==> src/rtl/hazard_scoreboard_if.sv <==
// rtl/hazard_scoreboard_if.sv - ID-stage hazard request and pipeline control bundle
interface hazard_scoreboard_if #(
    parameter int REG_AW = 5,
    parameter int PC_W   = 32
);
    logic              id_valid;
    logic [REG_AW-1:0] id_rs1_addr;
    logic              id_rs1_used;
    logic [REG_AW-1:0] id_rs2_addr;
    logic              id_rs2_used;
    logic [REG_AW-1:0] id_rd_addr;
    logic              id_rd_wren;
    logic              id_is_load;
    logic              br_taken;
    logic              mem_busy;
    logic              stall_if;
    logic              stall_id;
    logic              bubble_ex;
    logic              flush_if;
    logic              stall_all;
    logic [PC_W-1:0]   stall_cycles;

    modport master (
        output id_valid, id_rs1_addr, id_rs1_used, id_rs2_addr, id_rs2_used,
        output id_rd_addr, id_rd_wren, id_is_load, br_taken, mem_busy,
        input  stall_if, stall_id, bubble_ex, flush_if, stall_all, stall_cycles
    );

    modport slave (
        input  id_valid, id_rs1_addr, id_rs1_used, id_rs2_addr, id_rs2_used,
        input  id_rd_addr, id_rd_wren, id_is_load, br_taken, mem_busy,
        output stall_if, stall_id, bubble_ex, flush_if, stall_all, stall_cycles
    );
endinterface

==> src/rtl/hazard_scoreboard.sv <==
// rtl/hazard_scoreboard.sv - Countdown-scoreboard RAW hazard, branch flush and freeze control
module hazard_scoreboard #(
    parameter int REG_AW    = 5,
    parameter int FWD_EN    = 1,
    parameter int LD_LAT    = 1,
    parameter int WB_LAT    = 3,
    parameter int FLUSH_CYC = 2,
    parameter int PC_W      = 32
) (
    input logic                clk,
    input logic                rst,
    hazard_scoreboard_if.slave hz
);
    localparam int         NREG         = 2 ** REG_AW;
    localparam logic [3:0] LD_CNT       = 4'(LD_LAT);
    localparam logic [3:0] WB_CNT       = 4'(WB_LAT);
    localparam logic [3:0] FLUSH_RELOAD = 4'(FLUSH_CYC - 1);
    localparam logic       TRACK_ALU    = (FWD_EN == 0);

    logic [NREG-1:0] pending;
    logic [3:0]      flush_cnt;
    logic [PC_W-1:0] stall_cnt;
    logic            raw;
    logic            issue;
    logic            track;
    logic            flushing;
    logic            raw_stall;

    // Hazard check sees pre-issue counters, so an instruction never waits on its own rd.
    assign raw = hz.id_valid & ((hz.id_rs1_used & pending[hz.id_rs1_addr]) |
                                (hz.id_rs2_used & pending[hz.id_rs2_addr]));
    assign issue     = hz.id_valid & ~raw & ~hz.mem_busy & ~hz.br_taken;
    assign track     = issue & hz.id_rd_wren & (hz.id_is_load | TRACK_ALU);
    assign flushing  = (flush_cnt != 4'd0);
    assign raw_stall = raw & ~hz.mem_busy & ~hz.br_taken & ~flushing;

    assign pending[0] = 1'b0;

    for (genvar r = 1; r < NREG; r++) begin : g_entry
        logic [3:0] cnt;

        // A fresh write to this register replaces whatever countdown was running.
        always_ff @(posedge clk or posedge rst) begin
            if (rst) begin
                cnt <= 4'd0;
            end else if (track && (hz.id_rd_addr == REG_AW'(r))) begin
                cnt <= hz.id_is_load ? LD_CNT : WB_CNT;
            end else if (!hz.mem_busy && (cnt != 4'd0)) begin
                cnt <= cnt - 4'd1;
            end
        end

        assign pending[r] = (cnt != 4'd0);
    end

    always_ff @(posedge clk or posedge rst) begin
        if (rst) begin
            flush_cnt <= 4'd0;
        end else if (!hz.mem_busy) begin
            if (hz.br_taken) begin
                flush_cnt <= FLUSH_RELOAD;
            end else if (flushing) begin
                flush_cnt <= flush_cnt - 4'd1;
            end
        end
    end

    always_ff @(posedge clk or posedge rst) begin
        if (rst) begin
            stall_cnt <= '0;
        end else if (raw_stall && (stall_cnt != '1)) begin
            stall_cnt <= stall_cnt + PC_W'(1);
        end
    end

    always_comb begin
        hz.stall_if  = 1'b0;
        hz.stall_id  = 1'b0;
        hz.bubble_ex = 1'b0;
        hz.flush_if  = 1'b0;
        hz.stall_all = hz.mem_busy;
        if (hz.mem_busy) begin
            hz.stall_if = 1'b1;
            hz.stall_id = 1'b1;
        end else if (hz.br_taken) begin
            hz.flush_if  = 1'b1;
            hz.bubble_ex = 1'b1;
        end else if (flushing) begin
            hz.flush_if = 1'b1;
        end else if (raw) begin
            hz.stall_if  = 1'b1;
            hz.stall_id  = 1'b1;
            hz.bubble_ex = 1'b1;
        end
    end

    assign hz.stall_cycles = stall_cnt;
endmodule

==> src/flat_wrapper.sv <==
// flat-port wrapper written by rule: the top's interface ports become plain ports
module hazard_scoreboard_flat 
#(
    parameter int REG_AW    = 5,
    parameter int FWD_EN    = 1,
    parameter int LD_LAT    = 1,
    parameter int WB_LAT    = 3,
    parameter int FLUSH_CYC = 2,
    parameter int PC_W      = 32
)
  (clk, rst, hz_id_valid, hz_id_rs1_addr, hz_id_rs1_used, hz_id_rs2_addr, hz_id_rs2_used, hz_id_rd_addr, hz_id_rd_wren, hz_id_is_load, hz_br_taken, hz_mem_busy, hz_stall_if, hz_stall_id, hz_bubble_ex, hz_flush_if, hz_stall_all, hz_stall_cycles);
  hazard_scoreboard_if #(.REG_AW(REG_AW), .PC_W(PC_W)) hz_i ();
  input logic clk;
  input logic rst;
  input wire logic [$bits(hz_i.id_valid)-1:0] hz_id_valid;
  input wire logic [$bits(hz_i.id_rs1_addr)-1:0] hz_id_rs1_addr;
  input wire logic [$bits(hz_i.id_rs1_used)-1:0] hz_id_rs1_used;
  input wire logic [$bits(hz_i.id_rs2_addr)-1:0] hz_id_rs2_addr;
  input wire logic [$bits(hz_i.id_rs2_used)-1:0] hz_id_rs2_used;
  input wire logic [$bits(hz_i.id_rd_addr)-1:0] hz_id_rd_addr;
  input wire logic [$bits(hz_i.id_rd_wren)-1:0] hz_id_rd_wren;
  input wire logic [$bits(hz_i.id_is_load)-1:0] hz_id_is_load;
  input wire logic [$bits(hz_i.br_taken)-1:0] hz_br_taken;
  input wire logic [$bits(hz_i.mem_busy)-1:0] hz_mem_busy;
  output wire logic [$bits(hz_i.stall_if)-1:0] hz_stall_if;
  output wire logic [$bits(hz_i.stall_id)-1:0] hz_stall_id;
  output wire logic [$bits(hz_i.bubble_ex)-1:0] hz_bubble_ex;
  output wire logic [$bits(hz_i.flush_if)-1:0] hz_flush_if;
  output wire logic [$bits(hz_i.stall_all)-1:0] hz_stall_all;
  output wire logic [$bits(hz_i.stall_cycles)-1:0] hz_stall_cycles;
  assign hz_i.id_valid = hz_id_valid;
  assign hz_i.id_rs1_addr = hz_id_rs1_addr;
  assign hz_i.id_rs1_used = hz_id_rs1_used;
  assign hz_i.id_rs2_addr = hz_id_rs2_addr;
  assign hz_i.id_rs2_used = hz_id_rs2_used;
  assign hz_i.id_rd_addr = hz_id_rd_addr;
  assign hz_i.id_rd_wren = hz_id_rd_wren;
  assign hz_i.id_is_load = hz_id_is_load;
  assign hz_i.br_taken = hz_br_taken;
  assign hz_i.mem_busy = hz_mem_busy;
  assign hz_stall_if = hz_i.stall_if;
  assign hz_stall_id = hz_i.stall_id;
  assign hz_bubble_ex = hz_i.bubble_ex;
  assign hz_flush_if = hz_i.flush_if;
  assign hz_stall_all = hz_i.stall_all;
  assign hz_stall_cycles = hz_i.stall_cycles;
  hazard_scoreboard #(.REG_AW(REG_AW), .FWD_EN(FWD_EN), .LD_LAT(LD_LAT), .WB_LAT(WB_LAT), .FLUSH_CYC(FLUSH_CYC), .PC_W(PC_W)) u_core (.clk(clk), .rst(rst), .hz(hz_i));
endmodule
==> config.mk <==
export PLATFORM = sky130hd
export DESIGN_NAME = hazard_scoreboard_flat
export DESIGN_NICKNAME = d
export VERILOG_FILES = /design/src/rtl/hazard_scoreboard_if.sv /design/src/rtl/hazard_scoreboard.sv /design/src/flat_wrapper.sv
export SDC_FILE = /design/constraint.sdc
export NUM_CORES = 1
export LEC_CHECK = 0
export CAP_MARGIN = 25
export CORE_ASPECT_RATIO = 2
export CORE_UTILIZATION = 30
export CTS_CLUSTER_DIAMETER = 100
export DETAILED_ROUTE_END_ITERATION = 7
export PLACE_DENSITY = 0.43
export SETUP_SLACK_MARGIN = 0.3
export SLEW_MARGIN = 20
export SYNTH_ARGS = -nofsm -noshare
export SYNTH_HDL_FRONTEND = slang
export SYNTH_SLANG_ARGS = --single-unit
==> constraint.sdc <==
create_clock -name clk -period 6.7 [get_ports clk]
set_input_delay 1.675 -clock clk [delete_from_list [all_inputs] [get_ports clk]]
set_output_delay 1.675 -clock clk [all_outputs]
set_load 0.05 [all_outputs]
==> impl_metrics.py <==
metrics = {
    "worst_setup_path": {
        "critPathTopFamily": "simple AND/OR/NAND/NOR gates",
        "cp_max_fo": 11,
        "crit_path_end_kind": "output pin",
        "startpoint_type": "input pin",
        "path_cells": "clkdlybuf4s50_1 > nor4b_1 > a2111oi_0 > or4b_1 > a211o_1 > a22oi_2 > nor2_1 > nand2_1 > o21ai_1 > buf_12",
        "r2r_cells": 11,
        "cp.buffers_inverters": 2,
        "cp_slowest_cell": "clkdlybuf4s50_1",
        "worstPathRequired_ns": 5.03,
        "cp.depth": 10,
        "arrival_ns": 4.49,
        "slowest_delay_ns": 0.63,
        "path_class": "in2out",
    },
    "clocking": {
        "cts_root_buf": "clkbuf_16",
        "cts_buffer_depth": 2,
        "cts_resized": 0,
        "htree_levels": 4,
        "clk_pin_slew_ns": 0.06,
        "cts_setup_buffers": 0,
        "numCtsBuffers": 17,
        "clkLatencyLatePin_ns": 0.44,
        "cts_sinks": 160,
        "cts_hold_buf": 0,
        "cts_tree": "yes",
    },
    "detailed_routing": {
        "drc": 0,
        "num_vias": 7566,
        "drtPass1Iterations": 4,
        "viasPerCell": 5.11,
        "wl_per_cell_um": 18.0,
        "drtIter0Drc": 347,
        "drt-total-wl_um": 26600,
        "ant_nets": 0,
    },
    "timing": {
        "finalHoldWorstSlack_ns": 0.502,
        "finalHoldViolations": 0,
        "tightest_slew_ns": 0.922,
        "timing.final.ws_setup_ns": 0.535,
        "fin_crit_ns": 6.17,
        "setup_viol": 0,
        "finalSetupTns_ns": 0,
        "max_freq_ghz": 0.162,
        "min_period_over_period_pct": 92.0,
        "slew_headroom_pct": 38.6,
        "slew_viol_final": 0,
        "skew_ns": 0.00818,
        "rsz0062_at_grt": "no",
    },
    "global_route": {
        "grt_max_degree": 113,
        "grt_pass1_vias": 7967,
        "antenna_found_initial": 0,
        "overflow": 0,
        "grt_pass1_wl_um": 43300,
        "track_usage_pct": 17.9,
    },
    "logic_synthesis": {
        "ys_ff_latch": 160,
        "syn_area_um2": 9340,
        "synth_top_area_share_pct": 42.9,
        "yosysTopAreaCell": "dfrtp_1",
        "syn_nets": 1090,
        "ys_top_cells_by_area": "dfrtp_1 43%, nor2_1 4.9%, ha_1 4.4%",
        "ys.flop_type": "dfrtp_1",
        "synth_edf_count": 0,
        "ys_types": 71,
        "yosys_warnings": 0,
        "avgSynthCellArea_um2": 9.04,
        "synth_seq_area_share_pct": 42.9,
        "async_reset_ff_share_pct": 100,
        "netlist_instances": 1033,
    },
    "place": {
        "dp_slack_ns": 0.354,
        "place.gp.congestion": 0.782,
        "placedCellCount": 1448,
        "io_buffers": 60,
        "place.detailed.hpwl_um": 19400,
    },
    "power_and_ir_drop": {
        "p_leak_uw": 0.00480,
        "power.switching_uw": 1640,
        "fin_total_pwr_uw": 4430,
        "p_per_area_nw_per_um2": 400,
        "seqPwrFrac_pct": 38.0,
        "power_frac_clock_pct": 24.9,
        "internal_power_uw": 2790,
        "p_sw_share_pct": 36.9,
        "ir_drop_uv": 198,
        "p_comb_share_pct": 37.2,
    },
    "min_path": {
        "hold_path.class": "reg2reg",
        "holdPathStages": 1,
    },
    "floorplan": {
        "start_util_pct": 30.4,
        "die_y_um": 251,
        "die_w_um": 127,
        "core_area_um2": 30700,
        "fp-row-count": 91,
        "die_area_um2": 31900,
        "io_pins": 61,
    },
    "run_status": {
        "outcome": "completed",
    },
    "final_layout": {
        "drive_gt1_share_pct": 9.30,
        "num_antenna_cells": 0,
        "finalNonFillerCells": 1480,
        "final_cell_mix": "160 x dfrtp_1, 121 x nor2_1, 88 x inv_1, 70 x a21oi_1, 60 x nand2_1",
        "areaGrowthSynthToFinish_pct": 18.6,
        "final_common_cell": "dfrtp_1",
        "fin_nets": 1152,
    },
    "run": {
        "cap_viol_max_count": 0,
    },
}
sequential cells by signal, indices dropped and copies added (netlist names):
register,flops
u_core.hz.stall_cycles,32
u_core.flush_cnt,4
u_core.g_entry.cnt,124
worst paths after layout:
kind	slack, ns	startpoint	endpoint
setup / recovery	0.53	hz_id_rs2_addr[2]	hz_stall_if
hold / removal	0.50	u_core.hz.stall_cycles[19]$_DFFE_PP0P_	u_core.hz.stall_cycles[19]$_DFFE_PP0P_
setup reg to reg	2.52	u_core.g_entry[31].cnt[0]$_DFFE_PP0P_	u_core.g_entry[12].cnt[0]$_DFFE_PP0P_
hold reg to reg	0.50	u_core.hz.stall_cycles[19]$_DFFE_PP0P_	u_core.hz.stall_cycles[19]$_DFFE_PP0P_
max in group asynchronous	4.01	rst	u_core.g_entry[5].cnt[1]$_DFFE_PP0P_
min in group asynchronous	1.64	rst	u_core.g_entry[26].cnt[2]$_DFFE_PP0P_
per-layer routing:
layer	vias up	track usage [%]	part of all wire, %
li1	3716	-	-
met1	3688	18.1	37
met2	123	35.5	57
met3	39	2.76	2.6
met4	0	8.06	3.3
met5	-	0	0
through the flow:
step	area [um^2]	util, %
after floorplan	9340	-
after global placement	10400	33.9
after detailed placement	10400	33.9
after CTS	11100	36.0
after global routing	11100	36.0
final	11100	36.0
cells in the mapped netlist (17+ instances only):
master    number
dfrtp_1      160
nor2_1       121
inv_1         89
a21oi_1       70
nand2_1       60
nor3_1        55
o21ai_0       45
nor3b_1       40
xnor2_1       34
ha_1          33
nand3_1       31
xor2_1        27
clkbuf_1      24
a31oi_1       17
and2_1        17
final cells by class:
| class | instances | area [um^2] |
|---|---|---|
| multi-input combinational | 744 | 4820 |
| fill | 3193 | 19700 |
| clock inverter | 10 | 183 |
| tap | 372 | 465 |
| clock buffer | 22 | 464 |
| inverter | 92 | 350 |
| timing repair buffer | 80 | 788 |
| sequential | 160 | 4000 |
worst reg2reg max path, stage by stage, from the launching register on:
cell	delay, ns
dfrtp_1	0.40
inv_1	0.06
ha_1	0.20
nor3b_1	0.70
a211oi_1	0.17
or4b_1	0.53
a211o_1	0.28
a22oi_2	0.32
buf_4	0.20
nand3_2	0.42
nor3b_1	0.65
or3b_1	0.20
cell families after synthesis:
group / synth area share [%]
fa+ha+maj: 4.42
mux: 2.47
buf+inv: 5.47
compound gates: 11.5
simple gates: 27.5
xor+xnor: 5.72
flops: 42.9
power groups by stage:
stage / Sequential (uW) / Clock [uW] / Combinational, uW
floorplan: 1650 / 0 / 1220
global placement: 1700 / 0 / 1660
detailed placement: 1700 / 0 / 1670
CTS: 1680 / 1130 / 1680
global route: 1740 / 1170 / 1910
finish: 1680 / 1100 / 1650
Power figures use the tool's default switching activity.
